[config.mk]
export PLATFORM = sky130hd
export DESIGN_NAME = normalize_seq
export DESIGN_NICKNAME = d
export VERILOG_FILES = /design/src/rtl/normalize_seq.sv
export SDC_FILE = /design/constraint.sdc
export NUM_CORES = 1
export LEC_CHECK = 0
export CORE_MARGIN = 2
export CORE_UTILIZATION = 50
export CTS_CLUSTER_SIZE = 30
export DETAILED_ROUTE_END_ITERATION = 10
export GPL_TIMING_DRIVEN = 0
export PLACE_DENSITY = 0.79
export SYNTH_ARGS = -nofsm -noshare
export SYNTH_HDL_FRONTEND = slang
export SYNTH_SLANG_ARGS = --single-unit
[constraint.sdc]
create_clock -name clk -period 4.5 [get_ports clk]
set_clock_uncertainty 0.1 [all_clocks]
set_input_delay 0.9 -clock clk [delete_from_list [all_inputs] [get_ports clk]]
set_output_delay 0.9 -clock clk [all_outputs]
set_load 0.005 [all_outputs]
[src/rtl/normalize_seq.sv]
// Sequential normalizer: shifts a captured operand left one bit per cycle until
// its MSB is set, reporting the shifted value and the leading-zero count.
module normalize_seq #(
    parameter int WIDTH = 32
) (
    input  logic             clk,
    input  logic             rst_n,
    input  logic             start,
    input  logic [WIDTH-1:0] din,
    output logic             ready,
    output logic             busy,
    output logic             done,
    output logic [WIDTH-1:0] dout,
    output logic [5:0]       lz,
    output logic             zero
);

    typedef enum logic [1:0] {
        IDLE  = 2'd0,
        SHIFT = 2'd1,
        DONE  = 2'd2
    } state_t;

    state_t           state_reg;
    logic [WIDTH-1:0] shift_reg;
    logic [4:0]       count_reg;
    logic [WIDTH-1:0] dout_reg;
    logic [5:0]       lz_reg;
    logic             zero_reg;
    logic             ready_reg;
    logic             busy_reg;
    logic             done_reg;

    // Status flags are registered alongside the state so they mirror it exactly.
    always_ff @(posedge clk or negedge rst_n) begin
        if (!rst_n) begin
            state_reg <= IDLE;
            shift_reg <= '0;
            count_reg <= '0;
            dout_reg  <= '0;
            lz_reg    <= '0;
            zero_reg  <= 1'b0;
            ready_reg <= 1'b1;
            busy_reg  <= 1'b0;
            done_reg  <= 1'b0;
        end else begin
            case (state_reg)
                IDLE: begin
                    if (start) begin
                        shift_reg <= din;
                        count_reg <= '0;
                        ready_reg <= 1'b0;
                        if (din == '0) begin
                            // A zero operand never terminates shifting; report it directly.
                            state_reg <= DONE;
                            dout_reg  <= '0;
                            lz_reg    <= 6'd32;
                            zero_reg  <= 1'b1;
                            done_reg  <= 1'b1;
                        end else begin
                            state_reg <= SHIFT;
                            busy_reg  <= 1'b1;
                        end
                    end
                end
                SHIFT: begin
                    if (shift_reg[WIDTH-1]) begin
                        state_reg <= DONE;
                        dout_reg  <= shift_reg;
                        lz_reg    <= {1'b0, count_reg};
                        zero_reg  <= 1'b0;
                        busy_reg  <= 1'b0;
                        done_reg  <= 1'b1;
                    end else begin
                        shift_reg <= {shift_reg[WIDTH-2:0], 1'b0};
                        count_reg <= count_reg + 5'd1;
                    end
                end
                DONE: begin
                    state_reg <= IDLE;
                    done_reg  <= 1'b0;
                    ready_reg <= 1'b1;
                end
                default: begin
                    state_reg <= IDLE;
                    ready_reg <= 1'b1;
                    busy_reg  <= 1'b0;
                    done_reg  <= 1'b0;
                end
            endcase
        end
    end

    assign ready = ready_reg;
    assign busy  = busy_reg;
    assign done  = done_reg;
    assign dout  = dout_reg;
    assign lz    = lz_reg;
    assign zero  = zero_reg;

endmodule

After elaboration in Yosys (flattened, before gate mapping). Index checks and enable logic that the tools add are counted.

Bits in registers: 81. Latch bits: 0. Bits in writable memories: 0. Bits in read-only memories: 0. Input port bits: 35. Logic and storage cells: 59. Memories kept: 0.

Add/subtract/negate cells: 1. Multiply operators: 0. Div/mod/pow operators: 0. Order comparisons: 0. Equal/unequal tests: 7. Shift operators: 0. Muxes and demuxes: 29. Bitwise gates (word level): 2. Reductions and logical operators: 10.

Operators with widths (number): 2-to-1 mux 32 bit (5); one-hot mux 32 bit (2 select lines) (2); logical NOT 32 bit (1); 2-to-1 mux 6 bit (3); one-hot mux 6 bit (2 select lines) (1); 2-to-1 mux 5 bit (2); inequality test 2 bit, second input constant (5); one-hot mux 5 bit (2 select lines) (1); AND reduction 4 bit (2); 2-to-1 mux 1 bit (7); 2-to-1 mux 2 bit (3); one-hot mux 1 bit (2 select lines) (3); AND reduction 2 bit (3); AND reduction 3 bit (2); adder 5 x 1 -> 5 bit, second input constant (1); one-hot mux 2 bit (2 select lines) (1); one-hot mux 1 bit (3 select lines) (1); == test 2 x 1 -> 1 bit, second input constant (1); == test 2 bit, second input constant (1); logical NOT 2 bit (1); NOT 1 bit (2); nonzero test 2 bit (1).

Depth between registers and ports, before layout.
Word-level depth: 4. Gate-level depth with buffers: 6. Gate-level depth less buffers: 4.

Worst setup path before layout. Ideal clock, no wire load.

Path type: input -> register. Start: input port din[26]. End: register dout_reg[10] (netlist: dout[10]). Setup time: 0.126 ns. Arrival time: 1.855 ns. Setup slack: 2.419 ns. Cell stages on the path: 5. Path buffers: 1. Path through: nor4_1 > nand4_1 > nor3_4 > buf_6 > o21ai_0.

Word-level cells in the longest chain between the ends: 3.

Ends and longest elaborated chain: from (decl) (RTL line 9) `input logic [WIDTH-1:0] din,`; logical NOT 32 bit (RTL line 53) `if (din == '0) begin`; inequality test 2 bit (no line); AND reduction 4 bit (no line); to (signal assigned) (RTL line 69) `dout_reg <= shift_reg;`; to (decl) (RTL line 27) `logic [WIDTH-1:0] dout_reg;`.

Every way passes these cells. A chain may end at the register's enable or synchronous reset.

Worst setup path after layout.
Start: input port din[18]. End: register dout_reg[19] (netlist: dout[19]).

Same word-level chain as after synthesis.

==> run summary <==
For the pre-CTS setup slack, the log shows 1680 ps. Count of input and output buffers: 76. The total area inside the core boundary comes to 0.00642 sq mm. The logs give 0 for the number of antenna repair diodes and 0.871 for the weighted congestion reported at the end of routability-driven placement. The ratio of cells with drive above 1 in the final layout came out at 8.82%. The tools report the final count of negative-setup-slack endpoints as 0.

The die is 85.9 um tall. Headroom to the max-slew limit came out at 62.8%. By startpoint and endpoint, the worst setup path is classified as input port to flip-flop. The netlist uses 33 different library cells. The post-route minimum period came out at 2500 ps. The logs give 2,855 for the via count of the first global-routing pass and 210 for the starting DRC count in detailed routing.

Routed wire length: 7730 um. The flow ran to the end, but the final reports show violations. The logs give 8 for the iteration count of the initial detailed-routing pass and 0.00335 sq mm for the cell area after synthesis. After detailed routing, the number of remaining DRC violations is 3.

STA classifies the critical path endpoint as a flip-flop. The final reports fail on DRC. Data on the critical path arrives at its endpoint at 2620 ps. The tools report the overflow left after global routing as 0.

The synthesized design contains 80 register bits. At the later pin of the worst-skew pair, clock insertion delay measures 350 ps. The logs give 3 for the H-tree depth and 0 for the remaining number of nets flagged by the antenna check after routing. Of all nets on the critical path, the largest fanout is 10. Post-CTS repair changed the size of 0 cells. After clock tree synthesis, the clock-pin slew on the worst setup and hold paths is 80 ps.

For this run, the top clock speed supported by timing is 400 MHz. Hold repair after CTS inserted 0 buffers. The total number of yosys warnings was 0; the area share of the largest cell type after synthesis was 59.0%. Setup repair after global routing left no endpoint under its margin. The clock net in this run drives a total of 80 sinks. Entering global routing, the biggest net connects 66 pins.

The actual slew at the worst max-slew pin came out at 557 ps. Summed over all cells, the static leakage comes to 2.05 nW. Max-cap violations in this run came to 0. Summing over every cut layer, the via total after detailed routing is 2,784. The library cells used most frequently in the layout, excluding fill and tap cells, are sky130_fd_sc_hd__nand2_1, sky130_fd_sc_hd__dfrtp_1, sky130_fd_sc_hd__clkdlybuf4s50_1, sky130_fd_sc_hd__o21ai_0, sky130_fd_sc_hd__a22oi_1. Final design instance area without fill: 0.00446 sq mm.

The width of the chip was 85.9 um. For the number of inserted filler cells in the final layout, the log shows 484. The number of nets in the final layout is 473. Once routing completed, OpenROAD measured the worst setup slack at 2000 ps. The kind of cell adding the most delay to the critical path was simple AND/OR/NAND/NOR gates.

For the worst setup path, the data required time is 4620 ps. Summing internal, switching and leakage power gives 2.91 mW. The synthesized net count came out at 385. Number of antenna violations at the first check in global routing: 0.

Clock buffer count from CTS: 9. The critical path contains buffers and inverters numbering 2 combined. Summed over all instances, the cell type with the most area after synthesis is sky130_fd_sc_hd__dfrtp_1. The number of slew-limit violations in the final report is 0, and the longest individual stage delay on the worst path is 440 ps. The detailed-route wire length per cell came out at 14.9 um. The cell with the largest stage delay on the worst path is sky130_fd_sc_hd__clkdlybuf4s50_1. The floorplan has 29 rows. The wire-length estimate of the detail-placed layout is 5630 um. Sequential cells were found to cover 59.8% of the synthesized design area. The hold violation count in the final report was 0; the total negative setup slack was 0 ps.

The area growth from synthesis to layout is 33.0%. The clock passes through at most 2 buffers. The critical path goes through clkdlybuf4s50_1 -> nor4_1 -> nand4_1 -> nor3_4 -> buf_6 -> o21ai_0. The final critical path takes up 55.6% of the cycle. The startpoint class of the critical path is an input port. The gate count of the mapped netlist was 349; the wire length of the first global-routing pass was 13,500 um.

The tightest min-delay check is of the input port to async pin type. The most common library cell in the layout ignoring fill and taps was sky130_fd_sc_hd__nand2_1. The worst hold margin was 303 ps. The initial utilization of the core area, before any placement, comes to 52.2%. The run gives 23.7% as the overall global routing resource usage.

The mean number of vias per cell is 5.36. In this run the cell area measured after placement is 0.00423 sq mm. IR analysis of the VDD net gives a maximum drop of 0.362 mV. Post-CTS timing repair inserted 0 buffers for setup. TritonCTS built the clock tree.

The root buffer cell chosen for the clock tree is sky130_fd_sc_hd__clkbuf_8. Power spread over the standard cell area amounts to 653 mW/mm^2. For the overall die area, the log shows 0.00737 sq mm. 77 I/O pins were placed. Average cell area after synthesis: 9.60 sq um. In the post-synthesis netlist, the biggest area contributors are sky130_fd_sc_hd__dfrtp_1, sky130_fd_sc_hd__nand2_1, sky130_fd_sc_hd__a22oi_1.
==> through the flow <==
| stage | instances | util, % |
|---|---|---|
| after global routing | 519 | 69.4 |
| after detailed placement | 503 | 65.9 |
| after global placement | 502 | 65.5 |
| final | 519 | 69.4 |
| after floorplan | 349 | - |
| after CTS | 519 | 69.4 |
==> synthesized netlist by cell type <==
| library cell | number |
|---|---|
| sky130_fd_sc_hd__a31oi_1 | 1 |
| sky130_fd_sc_hd__nand3_1 | 1 |
| sky130_fd_sc_hd__nor3_4 | 1 |
| sky130_fd_sc_hd__a21o_1 | 1 |
| sky130_fd_sc_hd__nand4_1 | 4 |
| sky130_fd_sc_hd__buf_2 | 13 |
| sky130_fd_sc_hd__a22o_1 | 2 |
| sky130_fd_sc_hd__nor2_1 | 9 |
| sky130_fd_sc_hd__nor3b_2 | 1 |
| sky130_fd_sc_hd__clkbuf_1 | 5 |
| sky130_fd_sc_hd__a221o_1 | 1 |
| sky130_fd_sc_hd__nor3_1 | 1 |
| sky130_fd_sc_hd__o22ai_1 | 1 |
| sky130_fd_sc_hd__mux2_2 | 1 |
| sky130_fd_sc_hd__inv_1 | 4 |
| sky130_fd_sc_hd__o22a_1 | 1 |
| sky130_fd_sc_hd__and3_1 | 1 |
| sky130_fd_sc_hd__buf_1 | 1 |
| sky130_fd_sc_hd__a22oi_1 | 29 |
| sky130_fd_sc_hd__nand2b_1 | 2 |
| sky130_fd_sc_hd__nand2_1 | 132 |
| sky130_fd_sc_hd__o21ai_0 | 35 |
| sky130_fd_sc_hd__ha_1 | 1 |
| sky130_fd_sc_hd__o21ai_1 | 2 |
| sky130_fd_sc_hd__nor3b_1 | 1 |
| sky130_fd_sc_hd__buf_4 | 1 |
| sky130_fd_sc_hd__dfstp_2 | 1 |
| sky130_fd_sc_hd__dfrtp_1 | 79 |
| sky130_fd_sc_hd__a21oi_1 | 1 |
| sky130_fd_sc_hd__nor4_1 | 8 |
| sky130_fd_sc_hd__a211o_2 | 1 |
| sky130_fd_sc_hd__buf_6 | 4 |
| sky130_fd_sc_hd__xor2_1 | 3 |
==> cell families (layout without fill, tap and decap cells) <==
family / Yosys count / count (layout) / share of synthesized area (%)
adder cells (fa/ha/maj): 1 / 1 / 0.373
AO/OA/AOI/OAI: 75 / 75 / 14.1
flip-flops: 80 / 80 / 59.8
multiplexers: 1 / 1 / 0.336
AND/OR/NAND/NOR: 161 / 161 / 20.0
buffers and inverters: 28 / 121 / 4.63
XOR/XNOR: 3 / 3 / 0.784
==> final timing paths <==
check                           slack, ps    startpoint  depth (start not counted)       end
worst max-delay path                 2000       din[18]                          6  dout[19]
worst min-delay path                  300         rst_n                          1   dout[4]
worst max register to register       2690  state_reg[1]                          6   dout[3]
max in group asynchronous            3380         rst_n                          2     ready
min in group clk                      400         ready                          2     ready
worst min register to register        400         ready                          2     ready
==> metal layers <==
metal	vias to the layer above	GRT usage, %	wire length, um
li1	1367	-	-
met1	1334	32.4	3420
met2	70	36.4	3760
met3	13	3.95	378
met4	0	13.0	163
met5	-	0	0
==> area by class of cell <==
cell class	instances	area [sq um]	share of cell area, %
clock inverter	3	65.1	1.46
clock buffer	13	159	3.56
inverter	4	15.0	0.337
multi-input combinational	241	1190	26.8
sequential	80	2000	44.9
tap	77	96.3	2.16
buffer	24	140	3.14
timing repair buffer	77	786	17.6
==> power breakdown <==
part	internal [mW]	leakage [nW]	switching (mW)
clock network	0.343	0.114	0.247
registers	1.03	1.00	0.216
logic	0.530	0.935	0.547
total	1.90	2.05	1.01
Power figures use the tool's default switching activity.
